==> config.mk <==
export PLATFORM = sky130hd
export DESIGN_NAME = t_sync_mod_counter
export DESIGN_NICKNAME = d
export VERILOG_FILES = /design/src/rtl/t_sync_mod_counter_pkg.sv /design/src/rtl/t_ff_sync_cell.sv /design/src/rtl/t_sync_mod_counter.sv
export SDC_FILE = /design/constraint.sdc
export NUM_CORES = 1
export LEC_CHECK = 0
export ABC_AREA = 1
export ABC_CLOCK_PERIOD_IN_PS = 1900
export CAP_MARGIN = 5
export CELL_PAD_IN_SITES_DETAIL_PLACEMENT = 0
export CELL_PAD_IN_SITES_GLOBAL_PLACEMENT = 1
export CORE_ASPECT_RATIO = 0.7
export CORE_MARGIN = 3
export CORE_UTILIZATION = 28
export DETAILED_ROUTE_END_ITERATION = 6
export PLACE_DENSITY_LB_ADDON = 0.1
export SLEW_MARGIN = 20
export SYNTH_ARGS = -nofsm -noshare
export SYNTH_HDL_FRONTEND = slang
export SYNTH_SLANG_ARGS = --single-unit
==> constraint.sdc <==
create_clock -name clk -period 1.9 [get_ports clk]
set_clock_uncertainty 0.15 [all_clocks]
set_input_delay 0.38 -clock clk [delete_from_list [all_inputs] [get_ports clk]]
set_output_delay 0.38 -clock clk [all_outputs]
set_load 0.05 [all_outputs]
==> src/rtl/t_sync_mod_counter_pkg.sv <==
// rtl/t_sync_mod_counter_pkg.sv - shared constants and MODULO legality check
//
// Purpose: direction encoding, reset value and the elaboration-time legality
//          check used by the toggle-flip-flop modulo counter and its cells.
// Ports:   none (package).
package t_sync_mod_counter_pkg;

  // Encoding of the up_down input.
  localparam logic DIR_UP = 1'b1;
  localparam logic DIR_DN = 1'b0;

  // Every state bit resets to zero.
  localparam int unsigned RESET_VAL = 0;

  // A counter of 'width' bits can represent 2..2**width distinct states.
  function automatic bit modulo_legal(input int width, input int modulo);
    longint unsigned span;
    span = longint'(1) << width;
    return (modulo >= 2) && (longint'(modulo) <= span);
  endfunction

endpackage

==> src/rtl/t_ff_sync_cell.sv <==
// rtl/t_ff_sync_cell.sv - single toggle flip-flop with synchronous reset
//
// Purpose: one T flip-flop; Q toggles on the rising edge when T is 1 and
//          holds when T is 0. An X on T propagates into Q on purpose so an
//          unresolved excitation stays visible in simulation.
// Ports:   clk   - rising-edge clock
//          reset - synchronous, active-high reset (Q -> 0)
//          T     - toggle input
//          Q     - registered state
module t_ff_sync_cell
  import t_sync_mod_counter_pkg::*;
(
  input  logic clk,
  input  logic reset,
  input  logic T,
  output logic Q
);

  always_ff @(posedge clk) begin
    if (reset) begin
      Q <= 1'(RESET_VAL);
    end else begin
      Q <= Q ^ T;
    end
  end

endmodule

==> src/rtl/t_sync_mod_counter.sv <==
// rtl/t_sync_mod_counter.sv - modulo-N up/down counter built from T flip-flops
//
// Purpose: computes the next count, turns it into a toggle vector and feeds
//          WIDTH toggle cells. Priority per edge: reset > load > en > hold.
// Ports:   clk      - rising-edge clock
//          reset    - synchronous, active-high reset
//          en       - count enable
//          up_down  - 1 = count up, 0 = count down
//          load     - synchronous parallel load of d_in
//          d_in     - load value, must be below MODULO
//          q        - registered count, 0..MODULO-1
//          t_out    - toggle vector applied at the next edge (q ^ next)
//          tc       - terminal count, high in the cycle before a wrap
//          load_err - one-cycle flag following a load of an illegal value
module t_sync_mod_counter
  import t_sync_mod_counter_pkg::*;
#(
  parameter int WIDTH  = 4,
  parameter int MODULO = 10
) (
  input  logic             clk,
  input  logic             reset,
  input  logic             en,
  input  logic             up_down,
  input  logic             load,
  input  logic [WIDTH-1:0] d_in,
  output logic [WIDTH-1:0] q,
  output logic [WIDTH-1:0] t_out,
  output logic             tc,
  output logic             load_err
);

  if (!modulo_legal(WIDTH, MODULO)) begin : g_bad_modulo
    $fatal(1, "t_sync_mod_counter: MODULO=%0d illegal for WIDTH=%0d (need 2..2**WIDTH)",
           MODULO, WIDTH);
  end

  localparam logic [WIDTH-1:0] RST     = WIDTH'(RESET_VAL);
  localparam logic [WIDTH-1:0] MAX_VAL = WIDTH'(MODULO - 1);
  localparam logic [WIDTH-1:0] ONE     = WIDTH'(1);

  logic [WIDTH-1:0] nxt;
  logic             load_bad;

  // With MODULO == 2**WIDTH, d_in <= MAX_VAL always holds and the
  // increment/decrement wrap coincides with natural overflow.
  always_comb begin
    nxt      = q;
    load_bad = 1'b0;
    if (reset) begin
      nxt = RST;
    end else if (load) begin
      if (d_in <= MAX_VAL) begin
        nxt = d_in;
      end else begin
        nxt      = RST;
        load_bad = 1'b1;
      end
    end else if (en) begin
      if (up_down == DIR_UP) begin
        nxt = (q == MAX_VAL) ? RST : q + ONE;
      end else begin
        nxt = (q == RST) ? MAX_VAL : q - ONE;
      end
    end
  end

  // Load, count and hold are all expressed as toggles; only reset writes
  // the cells directly.
  assign t_out = q ^ nxt;

  assign tc = en & ~load & ~reset &
              ((up_down == DIR_UP) ? (q == MAX_VAL) : (q == RST));

  for (genvar i = 0; i < WIDTH; i++) begin : g_bit
    t_ff_sync_cell u_cell (
      .clk   (clk),
      .reset (reset),
      .T     (t_out[i]),
      .Q     (q[i])
    );
  end

  always_ff @(posedge clk) begin
    if (reset) begin
      load_err <= 1'b0;
    end else begin
      load_err <= load_bad;
    end
  end

endmodule

# After elaboration in Yosys (flattened, before gate mapping)
# Cells that the tools add are included.
# W data, S select, Z words.
dict set report op_classes {
  n_addsub 2
  bitwise_logic 10
  n_eq_ne 1
  muxes 9
  order_cmp 1
  reduce_logical 2
}
# operator n
set ops {}
lappend ops {{$mux W4} 7}
lappend ops {{$add A4 B1 Y4 const B} 1}
lappend ops {{$eq A4 B4 Y1 const B} 1}
lappend ops {{$le A4 B4 Y1 const B} 1}
lappend ops {{$logic_not A4 Y1} 1}
lappend ops {{$sub A4 B1 Y4 const B} 1}
lappend ops {{$xor A1 B1 Y1} 4}
lappend ops {{$xor A4 B4 Y4} 1}
lappend ops {{$and A1 B1 Y1} 3}
lappend ops {{$mux W1} 2}
lappend ops {{$not A1 Y1} 2}
lappend ops {{$reduce_or A2 Y1} 1}
dict set report totals {
  ff_bits 5
  word_cells 30
}

# Depth between registers and ports, before layout
dict set report depth {
  ltp_word 8
  mapped_depth 12
}

# Modules after synthesis
# A second synthesis with hierarchy kept.
dict set report hier_totals {
  hier_cells 103
  area_unflattened_um2 598.1
}
# module instances cells_each seq_area_each_um2 area_per_inst_um2
set modules_own_cells {}
lappend modules_own_cells {t_sync_mod_counter 1 79 20.0 442.9}
lappend modules_own_cells {t_ff_sync_cell 4 6 20.0 38.8}

# Worst setup path before layout
# Ideal clock, no wire load.
dict set report synth_path {
  kind {register to output}
  startpoint {register g_bit[1].u_cell.Q}
  endpoint {output tc}
  setup_slack_ns -0.586
  arrival_time_ns 1.956
  path_stages_with_launch 7
  required_ns 1.370
  path_cell_list {dfxtp_1 inv_1 ha_1 nand3_2 o21ai_2 inv_2 nor3_1}
}
dict set report synth_between {
  elab_chain_len 3
  word_cells_on_any_way 4
}
# item line
set synth_lines {}
lappend synth_lines {{from (decl)} t_ff_sync_cell.sv:16} ;# output logic Q
lappend synth_lines {{from (signal assigned)} t_ff_sync_cell.sv:21} ;# Q <= 1'(RESET_VAL);
lappend synth_lines {{from (signal assigned)} t_ff_sync_cell.sv:23} ;# Q <= Q ^ T;
lappend synth_lines {{$eq A4 B4 Y1 / $logic_not A4 Y1 (equally long branches)} t_sync_mod_counter.sv:73} ;# ((up_down == DIR_UP) ? (q == MAX_VAL) : (q == RST));
lappend synth_lines {{$mux W1 (*)} t_sync_mod_counter.sv:73}
lappend synth_lines {{$and A1 B1 Y1 (*)} t_sync_mod_counter.sv:72} ;# assign tc = en & ~load & ~reset &
lappend synth_lines {{to (decl)} t_sync_mod_counter.sv:29} ;# output logic tc,
# Every way passes the cells marked *; elsewhere a longest branch is shown, timed or not.

# Worst setup path in the final report
dict set report layout_path {
  startpoint {register g_bit[1].u_cell.Q}
  endpoint {output t_out[1]}
}
dict set report layout_between {
  elab_chain_len 7
  word_cells_on_any_way 11
}
# item line
set layout_lines {}
lappend layout_lines {{$sub A4 B1 Y4, or another cell as far along} t_sync_mod_counter.sv:63} ;# nxt = (q == RST) ? MAX_VAL : q - ONE;
lappend layout_lines {{$mux W4 (on tied branches)} {t_sync_mod_counter.sv:63, t_sync_mod_counter.sv:61}}
lappend layout_lines {{$mux W4} t_sync_mod_counter.sv:60} ;# if (up_down == DIR_UP) begin
lappend layout_lines {{$mux W4} t_sync_mod_counter.sv:59} ;# end else if (en) begin
lappend layout_lines {{$mux W4} t_sync_mod_counter.sv:52} ;# end else if (load) begin
lappend layout_lines {{$mux W4} t_sync_mod_counter.sv:50} ;# if (reset) begin
lappend layout_lines {{$xor A4 B4 Y4 (*)} t_sync_mod_counter.sv:70} ;# assign t_out = q ^ nxt;
lappend layout_lines {{to (decl)} t_sync_mod_counter.sv:28} ;# output logic [WIDTH-1:0] t_out,
# Marked as above.

==> metrics.md <==
| Metric | Value |
|---|---|
| Detail Route Antenna Nets | 0 |
| Antenna violations before repair | 0 |
| Worst reg2reg path startpoint | g_bit[1].u_cell.Q |
| Hold path depth | 3 |
| Seq/Total Area, Yosys | about 15% |
| DP Cell Count | roughly 150 |
| Post-route design area | around 0.0012 mm² |
| Wire per inst | 11.5 µm |
| Post-synthesis register bit count | 5 |
| First-pass GRT wire length | between 3000 and 4000 µm |
| DR vias/cell | 4.40 |
| Max-cap violations | 0 |
| Synth area leaders | dfxtp_1, nand2_1, buf_4 |
| Avg Cell Area, Syn | approximately 6.9 µm² |
| Count leader, synth | nand2_1 |
| Router iterations before antenna repair | 6 |
| Power density over the cells | approximately 530 mW/mm² |
| Most common flop cell mapped by yosys | dfxtp_1 |
| Failing checks | setup timing |
| HP Class | in2reg |
| CP endpoint | t_out[1] |
| Final hold vios | 0 |
| Met1 Wirelength | just under 900 µm |
| Antenna diode count | 0 |
| Final min period | between 2 and 2.5 ns |
| Initial Util | between 30 and 40% |
| CP max FO | 4 |
| Top cell type's share of synthesized area | between 10% and 20% |
| Area after DPL | slightly above 0.001 mm² |
| DRC errors left | 0 |
| Vias | ~700 |
| Reg-to-reg setup timing slack | about 0.48 ns |
| H-tree Lvls | 1 |
| Worst-case clock buffer depth | 2 |
| CTS root buffer | clkbuf_4 |
| Clock Sinks | 5 |
| Chip height | around 46 µm |
| Routability Congestion | 0.765 |
| Nets@finish | ~140 |
| Syn Nets | around 110 |
| Maximum vdd drop | 0.214 mV |
| Starting DRT DRC Count | 9 |
| Rows | 13 |
| FFs w/ async S/R, synth | 0% |
| Core area | about 0.0020 mm² |
| Layout cells sized above 1 | 69.2% |
| Met3 WL | approximately 110 µm |
| Slew Limit Fails | 0 |
| Die X | 63.5 µm |
| Highest layer used for signal routing | met4 |
| Dpl hpwl | around 1500 µm |
| Detail Route met2 WL | roughly 840 µm |
| Post-synth top cells | nand2_1, buf_4, nand2_2 |
| WP data arrival | 1.59 ns |
| Largest net degree at the start of global routing | 10 |
| GR Overflow Total | 0 |
| Crit path kind | reg2out |
| Ys Warns | 0 |
| Post-synth EDFFs | 0 |
| CTS tree | yes |
| Worst EP required | 1.37 ns |
| Clock transition at path regs | 0.05 ns |
| Worst slew pin tran | roughly 0.27 ns |
| Crit. Startpoint | g_bit[1].u_cell.Q |
| Clk_lat worst skew | 0.25 ns |
| R2R Path End | g_bit[2].u_cell.Q |
| I/O Pins | 19 |
| Outcome | finished with violations |
| Distinct cells, synth | 24 |
| Pwr Total | 632 µW |
| Final period util | 112% |
| Post-Syn Instances | 94 |
| Die area | 0.00293 mm² |
| Worst hold slack | 0.332 ns |
| CP Capture Type | output pin |
| Setup WS post-layout | -0.219 ns |
| Startpoint type of the worst setup path | flip-flop |
| Filler cells | roughly 200 |
| RSZ-0062 raised after global routing | yes |
| Post-Synthesis Cell Area | between 600 and 700 µm² |
| PortBufs | 18 |
| Vias in the first global route | 700 |
| Synth area leader | dfxtp_1 |
| Final setup viols | 5 |
| Area Growth Syn to Fin | 84.3% |
| Routed wire length | 1840 µm |
| Slew HR | about four fifths |
| Reg2Reg Depth | 8 |
| Layout Utilization | ~60% |
| GR Util All Layers | approximately 14% |
| Layout Cells excl Fill | between 150 and 200 |
| LEAKAGE | around 0.00055 µW |
| Max frequency | roughly 470 MHz |
| CTS Buf Count | 3 |
-- area by class of cell --
type	count	area, µm²	area share [%]
inverters	12	57.6	4.83
well taps	30	37.5	3.15
clock buffers	4	26.3	2.20
flip-flops and latches	5	108	9.02
repair buffers	42	434	36.4
multi-input cells	67	529	44.4
-- worst min-delay path by stage --
stage / from / end / slack (ns)
after CTS: load / load_err / 0.50
after global routing: reset / load_err / 0.35
after detailed placement: g_bit[1].u_cell.Q / g_bit[1].u_cell.Q / 0.60
after floorplan: reset / load_err / 0.31
final: reset / load_err / 0.33
after global placement: g_bit[1].u_cell.Q / g_bit[1].u_cell.Q / 0.59
-- registers in the layout, indices dropped and copies added (netlist names) --
name	flops
g_bit.u_cell.Q	4
load_err	1
-- worst max-delay path, cell delays in order, from the launching register on --
cell and delay (ns):
dfxtp_4 0.38, inv_4 0.05, ha_4 0.26, nand2_2 0.04, a21oi_2 0.12, nand2_1 0.07, nand2_1 0.07, nand2_2 0.06
inv_2 0.06, nand2_2 0.04, nand2_2 0.07, buf_12 0.13
-- metrics by stage --
step	TNS [ns]	worst slack (ns)
finish	-0.917	-0.219
global route	-1.36	-0.327
CTS	-1.00	-0.219
detailed placement	-1.82	-0.385
global placement	-1.72	-0.366
floorplan	0	0.00566
-- cells in the final DEF, fill, tap and decap left out, types with 2 or more instances in the layout --
cell           instances
dfxtp_1                3
ha_4                   2
nand3_2                5
nor2_4                 4
o21ai_2                2
dlygate4sd2_1          6
a21oi_2                4
a21oi_1                3
nand3_1                5
buf_12                 8
clkbuf_4               3
nand2_1               11
nand2_4                3
inv_2                  6
nand4_1                3
inv_4                  3
nand2_2               17
dfxtp_4                2
buf_4                 25
inv_1                  2
-- cells by family (layout without fill, tap and decap cells) --
logic type	after synthesis	after routing	share of synthesized area, %
XOR/XNOR	1	1	1.35
AND/OR/NAND/NOR	50	50	43.7
buffers and inverters	22	58	19.7
adder cells (fa/ha/maj)	3	3	5.80
AO/OA/AOI/OAI	13	13	13.9
flip-flops	5	5	15.5
-- routing by layer --
| layer | GRT usage, % | vias to the layer above |
|---|---|---|
| li1 | - | 374 |
| met1 | 18.9 | 308 |
| met2 | 22.2 | 20 |
| met3 | 3.17 | 2 |
| met4 | 6.44 | 0 |
| met5 | 0 | - |
-- where the power goes --
group / leakage (µW) / total [µW] / internal [µW] / switching (µW)
clock: 0.0000150 / 131 / 79.9 / 51.4
sequential: 0.0000426 / 122 / 112 / 9.52
combinational: 0.000493 / 379 / 173 / 206
-- repair_timing --
action                                  4_1_cts  5_1_grt
gates resized for setup                      28       10
hold endpoints to repair                      0        0
cloned                                        0        0
pin swaps                                     9        6
hold buffers                                  0        0
buffers inserted                              2        1
endpoints found under the setup margin        5        5
Power figures use the tool's default switching activity.
